`config.mk`:
```
export PLATFORM = sky130hd
export DESIGN_NAME = simon_seq_ctrl
export DESIGN_NICKNAME = d
export VERILOG_FILES = /design/src/rtl/simon_seq_ctrl.sv
export SDC_FILE = /design/constraint.sdc
export NUM_CORES = 1
export LEC_CHECK = 0
export CORE_MARGIN = 2
export CORE_UTILIZATION = 60
export CTS_CLUSTER_DIAMETER = 100
export DETAILED_ROUTE_END_ITERATION = 6
export GPL_ROUTABILITY_DRIVEN = 0
export GPL_TIMING_DRIVEN = 1
export PLACE_DENSITY = 0.86
export SYNTH_ARGS = -nofsm -noshare
export SYNTH_HDL_FRONTEND = slang
export SYNTH_SLANG_ARGS = --single-unit
export TNS_END_PERCENT = 5
```
`constraint.sdc`:
```
create_clock -name CLK -period 4.14 [get_ports CLK]
set_clock_uncertainty 0.1 [all_clocks]
set_input_delay 1.035 -clock CLK [delete_from_list [all_inputs] [get_ports CLK]]
set_output_delay 1.035 -clock CLK [all_outputs]
set_load 0.05 [all_outputs]
```
`src/rtl/simon_seq_ctrl.sv`:
```
// Round sequencer for the pattern-memory game: generate, play back, check.
// Optional input timeout in WAIT_IN is built when SIMON_TIMEOUT_EN is defined.
module simon_seq_ctrl #(
  parameter int          MAX_LEN        = 16,
  parameter int          SHOW_CYCLES    = 50_000_000,
  parameter int          GAP_CYCLES     = 12_500_000,
  parameter logic [7:0]  LFSR_SEED      = 8'hA5,
  parameter int          TIMEOUT_CYCLES = 500_000_000,
  localparam int         AW = ($clog2(MAX_LEN) > 1) ? $clog2(MAX_LEN) : 1
) (
  input  logic          CLK,
  input  logic          RST,
  input  logic          START,
  input  logic          BTN,
  input  logic [7:0]    LEDS,
  output logic          MEM_WE,
  output logic [AW-1:0] MEM_ADDR,
  output logic [7:0]    MEM_WDATA,
  input  logic [7:0]    MEM_RDATA,
  output logic [7:0]    DISP,
  output logic          LD,
  output logic [AW:0]   ROUND,
  output logic          BUSY,
  output logic          WIN,
  output logic          FAIL
);

  localparam int TM1 = (SHOW_CYCLES > GAP_CYCLES) ? SHOW_CYCLES : GAP_CYCLES;
  localparam int TMX = (TM1 > TIMEOUT_CYCLES) ? TM1 : TIMEOUT_CYCLES;
  localparam int TW  = $clog2(TMX) + 1;

  localparam logic [TW-1:0] SHOW_LOAD = TW'(SHOW_CYCLES - 1);
  localparam logic [TW-1:0] GAP_LOAD  = TW'(GAP_CYCLES - 1);

  typedef enum logic [3:0] {
    S_IDLE,
    S_GEN,
    S_SHOW_RD,
    S_SHOW_ON,
    S_SHOW_GAP,
    S_WAIT_IN,
    S_CHECK_RD,
    S_CHECK,
    S_WIN,
    S_FAIL
  } state_e;

  state_e          state_q, state_d;
  logic [AW:0]     round_q, round_d;
  logic [AW-1:0]   idx_q, idx_d;
  logic [TW-1:0]   timer_q, timer_d;
  logic [7:0]      lfsr_q, lfsr_d;
  logic [7:0]      disp_q, disp_d;
  logic [7:0]      entry_q, entry_d;
`ifdef SIMON_TIMEOUT_EN
  localparam logic [TW-1:0] TMO_LAST = TW'(TIMEOUT_CYCLES - 1);
  logic [TW-1:0]   tmo_q, tmo_d;
`endif

  logic            last_step;
  logic            show_first;
  logic [7:0]      pattern;

  assign last_step  = ({1'b0, idx_q} == (round_q - (AW+1)'(1)));
  assign show_first = (timer_q == SHOW_LOAD);
  assign pattern    = 8'b1 << lfsr_q[2:0];
  assign lfsr_d     = {lfsr_q[6:0],
                       lfsr_q[7] ^ lfsr_q[5] ^ lfsr_q[4] ^ lfsr_q[3]};
  assign ROUND      = round_q;

  // Next-state, datapath updates and all outputs, decoded from state
  always_comb begin
    state_d   = state_q;
    round_d   = round_q;
    idx_d     = idx_q;
    timer_d   = timer_q;
    disp_d    = disp_q;
    entry_d   = entry_q;
`ifdef SIMON_TIMEOUT_EN
    tmo_d     = tmo_q;
`endif
    MEM_WE    = 1'b0;
    MEM_ADDR  = '0;
    MEM_WDATA = 8'h00;
    DISP      = 8'h00;
    LD        = 1'b0;
    BUSY      = 1'b1;
    WIN       = 1'b0;
    FAIL      = 1'b0;

    unique case (state_q)
      S_IDLE: begin
        BUSY = 1'b0;
        if (START) begin
          state_d = S_GEN;
          round_d = '0;
        end
      end

      S_WIN: begin
        BUSY = 1'b0;
        WIN  = 1'b1;
        DISP = 8'hFF;
        if (START) begin
          state_d = S_GEN;
          round_d = '0;
        end
      end

      S_FAIL: begin
        BUSY = 1'b0;
        FAIL = 1'b1;
        if (START) begin
          state_d = S_GEN;
          round_d = '0;
        end
      end

      S_GEN: begin
        MEM_WE    = 1'b1;
        MEM_ADDR  = round_q[AW-1:0];
        MEM_WDATA = pattern;
        round_d   = round_q + (AW+1)'(1);
        idx_d     = '0;
        state_d   = S_SHOW_RD;
      end

      S_SHOW_RD: begin
        MEM_ADDR = idx_q;
        timer_d  = SHOW_LOAD;
        state_d  = S_SHOW_ON;
      end

      // read data arrives on the first ON cycle; pass it through, then hold
      S_SHOW_ON: begin
        LD   = 1'b1;
        DISP = show_first ? MEM_RDATA : disp_q;
        if (show_first) begin
          disp_d = MEM_RDATA;
        end
        if (timer_q == '0) begin
          timer_d = GAP_LOAD;
          state_d = S_SHOW_GAP;
        end else begin
          timer_d = timer_q - TW'(1);
        end
      end

      S_SHOW_GAP: begin
        if (timer_q == '0) begin
          if (last_step) begin
            idx_d   = '0;
            state_d = S_WAIT_IN;
`ifdef SIMON_TIMEOUT_EN
            tmo_d   = '0;
`endif
          end else begin
            idx_d   = idx_q + AW'(1);
            state_d = S_SHOW_RD;
          end
        end else begin
          timer_d = timer_q - TW'(1);
        end
      end

      S_WAIT_IN: begin
        if (BTN) begin
          entry_d  = LEDS;
          MEM_ADDR = idx_q;
          state_d  = S_CHECK_RD;
`ifdef SIMON_TIMEOUT_EN
          tmo_d    = '0;
        end else if (tmo_q == TMO_LAST) begin
          state_d  = S_FAIL;
        end else begin
          tmo_d    = tmo_q + TW'(1);
`endif
        end
      end

      S_CHECK_RD: begin
        MEM_ADDR = idx_q;
        state_d  = S_CHECK;
      end

      S_CHECK: begin
        MEM_ADDR = idx_q;
        if (entry_q != MEM_RDATA) begin
          state_d = S_FAIL;
        end else if (!last_step) begin
          idx_d   = idx_q + AW'(1);
          state_d = S_WAIT_IN;
`ifdef SIMON_TIMEOUT_EN
          tmo_d   = '0;
`endif
        end else if (round_q == (AW+1)'(MAX_LEN)) begin
          state_d = S_WIN;
        end else begin
          state_d = S_GEN;
        end
      end

      default: begin
        state_d = S_IDLE;
      end
    endcase
  end

  // State and datapath registers; the LFSR free-runs outside reset
  always_ff @(posedge CLK) begin
    if (RST) begin
      state_q <= S_IDLE;
      round_q <= '0;
      idx_q   <= '0;
      timer_q <= '0;
      lfsr_q  <= LFSR_SEED;
      disp_q  <= 8'h00;
      entry_q <= 8'h00;
`ifdef SIMON_TIMEOUT_EN
      tmo_q   <= '0;
`endif
    end else begin
      state_q <= state_d;
      round_q <= round_d;
      idx_q   <= idx_d;
      timer_q <= timer_d;
      lfsr_q  <= lfsr_d;
      disp_q  <= disp_d;
      entry_q <= entry_d;
`ifdef SIMON_TIMEOUT_EN
      tmo_q   <= tmo_d;
`endif
    end
  end

endmodule

```
==> metrics.txt, run 1 <==
part of the power in combinational logic=51.9%; CTS HTree Levels=3; chip width=84.52 microns; top post-synthesis cells by count=dfxtp_1 (67), nor2_1 (46), a21oi_1 (44), mux2i_1 (24), nand3_1 (24); sequential share of power=28.9%; Power Density=698.8 nW/um^2; Die Outline Area=7144 sq um; status=completed; DP Cell Count=567; max-slew violation count=0; flop-to-flop setup slack=1.17 ns; number of gates resized after CTS=0; Worst Hold Path Cells=1; number of top-level design ports=50; dominant combinational cell family by area after synthesis=simple AND/OR/NAND/NOR gates; post-synthesis share of cell area spent on and, or, nand and nor gates=27.69%; Cell variety after synth=64; endpoint class of the critical path=primary output; setup tns final=0 ns; count of maximum capacitance violations=0; post-synthesis to final-layout area growth=18.14%; worst-case hold path end point=lfsr_q[7]; count of clock tree sinks=67; largest area contributor in the netlist=dfxtp_1; pin count of the biggest net entering global routing=45; share of layout cells above drive strength 1=11.46%; share of synthesized cell area in full adder, half adder and majority cells=1.930%; # DRC=0; area fraction in compound gates after synthesis=16.98%; cell area after synthesis=3890 sq um; Tmin final=3.817 ns; die outline height=84.52 microns; relative contribution of the clock network to total power=19.3%; number of global-route vias before repair=3394; final standard cell utilization of the core=72.79%; worst reg-to-reg path cell count=6; DP Wirelength=6424 microns; actual slew at the worst max-slew pin=0.8285 ns; proportion of synthesized flip-flops having asynchronous set or reset=0%; Synth top area share=34.48%; Final Net Count=527; Design Power=3.211 mW; routed wire length=9497 microns; Antenna Violating Nets Remaining=0; Detailed Route Iter0 Violations=294; ys flop type=dfxtp_1; final hold vios=0; worst-skew pair later-pin latency=0.35 ns; count of buffers from port buffering=49; via-per-instance ratio=6.256; CP Class=reg2out; via count=3647; switching power summed over all nets=1.537 mW; largest voltage drop on the vdd net=0.6538 mV; final period utilization=92.21%; CTS buffer count=9; RSZ-0062 raised after global routing=no; top area cells in the synthesized netlist=dfxtp_1 (34%), mux2i_1 (6.2%), a21oi_1 (5.7%), xor2_1 (4.5%), nor2_1 (4.4%); root cell of the clock tree=clkbuf_8; internal power contribution=1.675 mW; initial standard-cell utilization of the core=61.61%; GR Util All Layers=26.80%; Avg Synthesized Cell Area=8.402 sq um; global-route congestion overflow total=0; net count after synthesis=489; cts hold-fix bufs=0; count of synthesis-stage warnings from yosys=0; initial antenna violation count=0; total of flip-flops plus latches after synthesis=67; area of the placeable core=6314 sq um; leakage power=1.767 nW; Fillers=494; worst slew margin relative to its limit=44.26%; clock-pin transition on the worst setup and hold timing paths=0.07 ns; detail-routed net length per standard cell=16.29 microns; launching element type of the critical path=register; number of antenna cells inserted=0; post-synthesis cell count=463; startpoint of the lowest-slack register-to-register path=timer_q[26]; library cell with the highest instance count after synthesis=dfxtp_1; first-pass iteration count of the detailed router=5; worst-case clock buffer depth=2; post-synthesis share of cell area spent on xor and xnor gates=7.655%; required time reported for the critical path endpoint=3.00 ns; Cell Rows=29; maximum achievable frequency=262.0 MHz; number of enable flip-flop cells after synthesis=0; final setup vio count=0; multiplexer area fraction after synthesis=6.176%; clock tree from TritonCTS=yes; Sw Ratio=47.85%; count of placed standard cells in the final layout, fillers left out=583; Crit Path Max Fanout=17; # Post-CTS Setup Buffers=0; endpoint arrival time on the critical path=2.68 ns; post-synthesis sequential area ratio=34.48%; capture instance of the worst register-to-register path=timer_q[25]; Hold Path Class=reg2reg; global-route wire length before repair=15700 microns; Hold Path Origin=lfsr_q[6]
-- cell families after synthesis --
group           after synthesis
simple gates                193
compound gates              102
flops                        67
buf+inv                      39
xor+xnor                     32
mux                          24
fa+ha+maj                     6
-- flip-flops by register name (all words and copies together) (netlist names) --
register	count
timer_q	30
disp_q	8
entry_q	8
lfsr_q	8
ROUND	5
idx_q	4
state_q	4
-- power by group through the flow --
| stage | combinational (mW) | sequential [mW] | clock, mW |
|---|---|---|---|
| 3_5_place_dp | 1.61 | 0.932 | 0 |
| 3_3_place_gp | 1.57 | 0.927 | 0 |
| 4_1_cts | 1.63 | 0.920 | 0.625 |
| 6_report | 1.67 | 0.927 | 0.619 |
| 5_1_grt | 1.82 | 0.942 | 0.655 |
| 2_1_floorplan | 1.30 | 0.891 | 0 |
-- per-layer routing --
metal | track usage, % | wire length (microns) | vias up
li1 | - | - | 1756
met1 | 34.11 | 4070 | 1713
met2 | 44.88 | 4609 | 148
met3 | 5.211 | 605 | 30
met4 | 10.39 | 211 | 0
met5 | 0 | 0 | -
-- layout by cell type (no fill, tap or decap), types with 6 or more instances in the layout --
cell type,instances
ha_1,6
mux2i_1,24
dfxtp_1,67
clkbuf_8,9
buf_4,15
nand2b_1,8
xor2_1,20
clkdlybuf4s50_1,34
nor3_1,22
a21oi_1,44
nand2_1,20
nor2_1,46
nand4_1,15
nand3_1,24
xnor2_1,11
inv_1,12
nand4b_1,6
o21ai_0,18
nor4_1,8
nor2b_1,10
-- worst max path at each step --
stage	from	slack [ns]	to
6_report	state_q[2]	0.32	MEM_WDATA[1]
5_1_grt	state_q[2]	0.1	MEM_WDATA[1]
4_1_cts	state_q[2]	0.34	MEM_WDATA[1]
3_5_place_dp	BTN	0.53	MEM_ADDR[0]
3_3_place_gp	BTN	0.57	MEM_ADDR[1]
2_1_floorplan	state_q[0]	0.02	MEM_WDATA[3]
-- critical path, cell delays in order, from the launching register on --
cell and delay (ns):
dfxtp_1 0.48, nor2b_1 0.32, nand2_1 0.27, inv_1 0.17, nand2_1 0.12, nor3_1 0.16, clkdlybuf4s50_1 0.83
-- stage by stage --
stage / setup slack [ns] / hold slack (ns) / cell area [sq um]
2_1_floorplan: 0.02225 / 0.2895 / 3890
3_3_place_gp: 0.5684 / 0.2948 / 4372
3_5_place_dp: 0.5264 / 0.3002 / 4372
4_1_cts: 0.3432 / 0.3187 / 4596
5_1_grt: 0.09616 / 0.3266 / 4596
6_report: 0.3226 / 0.3162 / 4596
-- layout make-up --
class	instances	area, sq um	area share [%]
Tap cell	77	96.34	2.096
Timing Repair Buffer	54	538.0	11.71
Multi-Input combinational cell	357	2351	51.16
Clock inverter	7	100.1	2.178
Inverter	12	45.04	0.9801
Sequential cell	67	1341	29.19
Clock buffer	9	123.9	2.695
No activity file was read; power rests on OpenSTA's default activity.
==> run 2, diff against run 1 <==
--- a/config.mk
+++ b/config.mk
@@ -7,10 +7,11 @@
 export LEC_CHECK = 0
 export CORE_MARGIN = 2
-export CORE_UTILIZATION = 60
+export CORE_UTILIZATION = 62
+export CTS_BUF_LIST = sky130_fd_sc_hd__clkbuf_8
 export CTS_CLUSTER_DIAMETER = 100
 export DETAILED_ROUTE_END_ITERATION = 6
 export GPL_ROUTABILITY_DRIVEN = 0
 export GPL_TIMING_DRIVEN = 1
-export PLACE_DENSITY = 0.86
+export PLACE_DENSITY = 0.88
 export SYNTH_ARGS = -nofsm -noshare
 export SYNTH_HDL_FRONTEND = slang
==> constraint.sdc (replaced) <==
create_clock -name CLK -period 4.14 [get_ports CLK]
set_clock_uncertainty 0.1 [all_clocks]
set_input_delay 0.828 -clock CLK [delete_from_list [all_inputs] [get_ports CLK]]
set_output_delay 0.828 -clock CLK [all_outputs]
set_load 0.05 [all_outputs]
==> run 2 against run 1 <==
Fmax shrank 2.6%. Clock power decreased by 6.0%. Sequential cell count is the same. Global-route usage up 1.3 points. Sequential share of layout area up 0.088 points. Highest routed layer unchanged.
==> metrics.txt, run 2 (synthesized netlist as in run 1, its figures left out) <==
worst reg-to-reg path cell count=6 (unchanged); Crit Path Max Fanout=9 (-8); capture instance of the worst register-to-register path=timer_q[11]; Worst Hold Path Cells=1 (unchanged); initial standard-cell utilization of the core=64.93% (+3.3 points); multi-input combinational cell area=2351 sq um (unchanged); least setup slack across all paths after layout=0.2189 ns (-0.1037 ns); part of the power in combinational logic=52.8% (+0.9 points); Hold Path Class=reg2reg; Die Outline Area=6924 sq um (-3.1%); # Post-CTS Setup Buffers=0 (unchanged); Power Density=697.9 nW/um^2 (-0.13%); Tmin final=3.921 ns (+0.1037 ns); cts hold-fix bufs=0 (unchanged); GR Util All Layers=28.10% (+1.3 points); number of global-route vias before repair=3462 (+2.0%); internal power contribution=1.652 mW (-1.4%); final setup vio count=0 (unchanged); worst-skew pair later-pin latency=0.36 ns (about the same); number of antenna cells inserted=0 (unchanged); maximum achievable frequency=255.0 MHz (-2.6%); Final Net Count=529 (+0.38%); first-pass iteration count of the detailed router=5 (unchanged); routed wire length=9667 microns (+1.8%); actual slew at the worst max-slew pin=0.9409 ns (+0.1124 ns); worst-case clock buffer depth=2 (unchanged); Hold Path Origin=lfsr_q[6]; status=completed; worst slew margin relative to its limit=37.27% (-7.0 points); flop-to-flop setup slack=1.40 ns (+0.23 ns); count of clock tree sinks=67 (unchanged); Cell Rows=28 (-3.4%); leading cell type in the layout, fill and taps excluded=dfxtp_1; detail-routed net length per standard cell=16.58 microns (+1.8%); final period utilization=94.71% (+2.5 points); via count=3710 (+1.7%); count of maximum capacitance violations=0 (unchanged); worst-case hold path end point=lfsr_q[7]; largest voltage drop on the vdd net=0.6090 mV (-6.9%); relative contribution of the clock network to total power=18.2% (-1.1 points); max reg flops=30 (unchanged); pin count of the biggest net entering global routing=53 (+18%); most frequent cells in the layout=dfxtp_1 (67), clkdlybuf4s50_1 (48), nor2_1 (46); startpoint of the lowest-slack register-to-register path=timer_q[21]; WL met1=4065 microns (-0.12%); switching power summed over all nets=1.546 mW (+0.62%); RSZ-0062 raised after global routing=no; Sw Ratio=48.35% (+0.50 points); initial antenna violation count=0 (unchanged); post-synthesis to final-layout area growth=17.79%; root cell of the clock tree=clkbuf_8; Fillers=441 (-11%); endpoint arrival time on the critical path=2.99 ns (+0.31 ns); leakage power=1.733 nW (-1.9%); CTS HTree Levels=3 (unchanged); die outline height=83.21 microns (-1.5%); setup tns final=0 ns (unchanged); area occupied by registers=1341 sq um (unchanged); sequential share of power=29.0% (about the same); clock tree from TritonCTS=yes; max-slew violation count=0 (unchanged); DP Wirelength=6656 microns (+3.6%); area of the placeable core=5991 sq um (-5.1%); clock-pin transition on the worst setup and hold timing paths=0.08 ns (about the same); Antenna Violating Nets Remaining=0 (unchanged); final hold vios=0 (unchanged); routed length on met3=597 microns (-1.3%); Detailed Route Iter0 Violations=423 (+44%); endpoint class of the critical path=primary output; Top Metal Used=met4; count of placed standard cells in the final layout, fillers left out=583 (unchanged); # DRC=0 (unchanged); chip width=83.21 microns (-1.5%); CTS buffer count=9 (unchanged); DP Cell Count=567 (unchanged); worst setup slack before clock tree synthesis=0.3650 ns (-0.1614 ns); count of buffers from port buffering=49 (unchanged); CP Class=reg2out; largest reg by FF count=timer_q; global-route wire length before repair=16210 microns (+3.3%); number of top-level design ports=50 (unchanged); required time reported for the critical path endpoint=3.21 ns (+0.21 ns); via-per-instance ratio=6.364 (+1.7%); met2 WL=4732 microns (+2.7%); number of gates resized after CTS=0 (unchanged); share of layout cells above drive strength 1=9.055% (-2.4 points); global-route congestion overflow total=0 (unchanged); launching element type of the critical path=register
-- run 2: cell count changes in the layout (fill, tap and decap cells not counted) --
cell             before  now
buf_12                4    0
buf_4                15    7
bufinv_16             2    1
clkbuf_8              9   11
clkdlybuf4s50_1      34   48
inv_6                 1    0
-- run 2: worst max-delay path by stage --
stage                    start      endpoint  cells after the start
finish              timer_q[0]       DISP[3]                      8
global route        timer_q[0]       DISP[3]                      8
CTS                 timer_q[0]       DISP[3]                      8
detailed placement         BTN   MEM_ADDR[1]                      6
global placement           BTN   MEM_ADDR[2]                      5
floorplan           state_q[0]  MEM_WDATA[3]                      7
-- run 2: routing by layer --
metal / track usage, % / vias up
met5: 0 / -
met4: 11.33 / 0
met3: 7.157 / 33
met2: 46.70 / 156
met1: 34.70 / 1763
li1: - / 1758
-- run 2: cell type report --
cell class,instances,area share (%)
clock buffer,11,3.304
clock inverter,5,1.338
inverter,12,0.9831
multi-input combinational,357,51.31
sequential,67,29.27
tap,75,2.048
timing repair buffer,56,11.74
-- run 2: power by group through the flow --
stage | clock network (mW) | logic (mW) | registers, mW
after floorplan | 0 | 1.30 | 0.891
after global placement | 0 | 1.58 | 0.925
after detailed placement | 0 | 1.63 | 0.932
after CTS | 0.581 | 1.65 | 0.920
after global routing | 0.614 | 1.84 | 0.945
final | 0.582 | 1.69 | 0.927
-- run 2: stage by stage --
step	util, %	instance area (sq um)	power, mW	hold slack [ns]
after floorplan	-	3890	2.195	0.2895
after global placement	72.93	4369	2.504	0.2936
after detailed placement	72.93	4369	2.565	0.3036
after CTS	76.48	4582	3.153	0.3282
after global routing	76.48	4582	3.396	0.3650
final	76.48	4582	3.198	0.3219
-- run 2: worst max-delay path: stages (launching register included) --
cell and delay, ns:
dfxtp_1 0.41, ha_1 0.21, nand4b_1 0.11, nor4_1 0.25, nand4_1 0.16, buf_4 0.24, mux2i_1 0.13, o21ai_0 0.25
clkdlybuf4s50_1 0.87
==> run 3, diff against run 2 <==
CORE_ASPECT_RATIO = 0.8   (was not set)
==> run 3 against run 2 <==
Power fell by 4.2%. Cell area is 0.93% lower. Register-to-register slack lost 0.05 ns. Largest cell class unchanged. Combinational power about the same. Via count decreased by 0.43%. Count of clock-buffer cells in the layout is the same. Fmax is 0.50% higher. Clock power fell by 17%. First-iteration DRC count down 3.5%. Wire length increased by 0.27%. Die area about the same. Worst setup slack better by 0.020 ns.
==> metrics.txt, run 3 (synthesized netlist as in run 1, its figures left out) <==
number of global-route vias before repair=3302 (-4.6%); CP Class=reg2out; most frequent cells in the layout=dfxtp_1 (67), clkdlybuf4s50_1 (47), nor2_1 (46); number of top-level design ports=50 (unchanged); number of antenna cells inserted=0 (unchanged); Tmin final=3.902 ns (-0.01956 ns); via count=3694 (-0.43%); largest voltage drop on the vdd net=0.3974 mV (-35%); first-pass iteration count of the detailed router=6 (+1); required time reported for the critical path endpoint=3.21 ns (about the same); cell-by-cell trace of the critical path=nor4_1 > nand4_1 > buf_4 > mux2i_1 > o21ai_0 > clkdlybuf4s50_1; pin count of the biggest net entering global routing=45 (-15%); max reg flops=30 (unchanged); max-slew violation count=0 (unchanged); Final Net Count=528 (-0.19%); maximum achievable frequency=256.3 MHz (+0.50%); # DRC=0 (unchanged); area of the placeable core=5974 sq um (-0.27%); setup tns final=0 ns (unchanged); initial antenna violation count=0 (unchanged); count of clock tree sinks=67 (unchanged); worst-skew pair later-pin latency=0.35 ns (about the same); endpoint arrival time on the critical path=2.97 ns (-0.02 ns); root cell of the clock tree=clkbuf_8; global-route congestion overflow total=0 (unchanged); final setup vio count=0 (unchanged); final hold vios=0 (unchanged); count of maximum capacitance violations=0 (unchanged); chip width=92.56 microns (+11%); Buffers & Inverters on Critical Path=2 (unchanged); Top Family by Delay on Critical Path=buffers and inverters; global-route wire length before repair=15960 microns (-1.5%); die outline height=74.85 microns (-10%); leading cell type in the layout, fill and taps excluded=dfxtp_1; final period utilization=94.24% (-0.47 points); final-layout worst hold slack=0.3360 ns (+0.01411 ns); share of layout cells above drive strength 1=8.317% (-0.74 points); detail-routed net length per standard cell=16.54 microns (-0.24%); Antenna Violating Nets Remaining=0 (unchanged); Fillers=443 (+0.45%); DP Wirelength=6800 microns (+2.2%); Power Density=675.0 nW/um^2 (-3.3%); Cell Rows=25 (-11%); clock-pin transition on the worst setup and hold timing paths=0.07 ns (about the same); CTS buffer count=9 (unchanged); clock tree from TritonCTS=yes; RSZ-0062 raised after global routing=no; worst slew margin relative to its limit=44.08% (+6.8 points); Hold Path Class=reg2reg; CTS HTree Levels=3 (unchanged); maximum single-stage delay on the critical path=0.84 ns (-0.03 ns); count of buffers from port buffering=49 (unchanged); # Post-CTS Setup Buffers=0 (unchanged); Detailed Route Iter0 Violations=408 (-3.5%); post-synthesis to final-layout area growth=16.69%; GR Util All Layers=29.30% (+1.2 points); routed wire length=9693 microns (+0.27%); launching element type of the critical path=register; via-per-instance ratio=6.304 (-0.94%); initial standard-cell utilization of the core=65.11% (+0.18 points); actual slew at the worst max-slew pin=0.8389 ns (-0.1020 ns); endpoint class of the critical path=primary output; Crit Path Max Fanout=9 (unchanged); status=completed; Die Outline Area=6928 sq um (about the same); largest reg by FF count=timer_q; critical-path cell with the highest stage delay=clkdlybuf4s50_1; leakage power=1.739 nW (+0.30%); worst-case clock buffer depth=2 (unchanged)
==> run 3: repair_timing <==
item / 4_1_cts / 5_1_grt
endpoints found under the setup margin: 0 / 1
gates resized for setup: 0 / 1
endpoints found under the hold margin: 0 / 0
hold buffers: 0 / 0
==> run 3: area by class of cell <==
cell class	instances	area (sq um)	area share, %
sequential	67	1341	29.55
inverter	12	45.04	0.9923
clock buffer	11	151.4	3.335
tap	81	101.3	2.233
multi-input combinational	357	2351	51.79
clock inverter	3	16.27	0.3583
timing repair buffer	55	533.0	11.74
==> run 3: through the flow <==
stage / utilization [%] / power [mW] / area (sq um) / setup WS (ns) / instances
6_report: 75.98 / 3.064 / 4539 / 0.2384 / 586
5_1_grt: 75.98 / 3.269 / 4539 / 0.1122 / 586
4_1_cts: 75.94 / 3.027 / 4537 / 0.2092 / 586
3_5_place_dp: 73.13 / 2.539 / 4369 / 0.4444 / 572
3_3_place_gp: 73.13 / 2.491 / 4369 / 0.4726 / 572
2_1_floorplan: - / 2.195 / 3890 / 0.2293 / 463
==> run 3: metal layers <==
layer,global-route usage [%],routed length (microns)
met1,38.39,4292
met2,48.18,4429
met3,6.707,789
met4,11.11,180
met5,0,0
==> run 3: power by group <==
group	switching, mW	internal, mW
Clock	0.241	0.240
Sequential	0.171	0.756
Combinational	1.08	0.574
==> run 3: worst paths after layout <==
check / cells past startpoint / end / startpoint / slack [ns]
setup / recovery: 6 / DISP[0] / timer_q[26] / 0.24
hold reg to reg: 1 / lfsr_q[7] / lfsr_q[6] / 0.34
hold / removal: 1 / lfsr_q[7] / lfsr_q[6] / 0.34
setup reg to reg: 6 / timer_q[25] / state_q[2] / 1.35
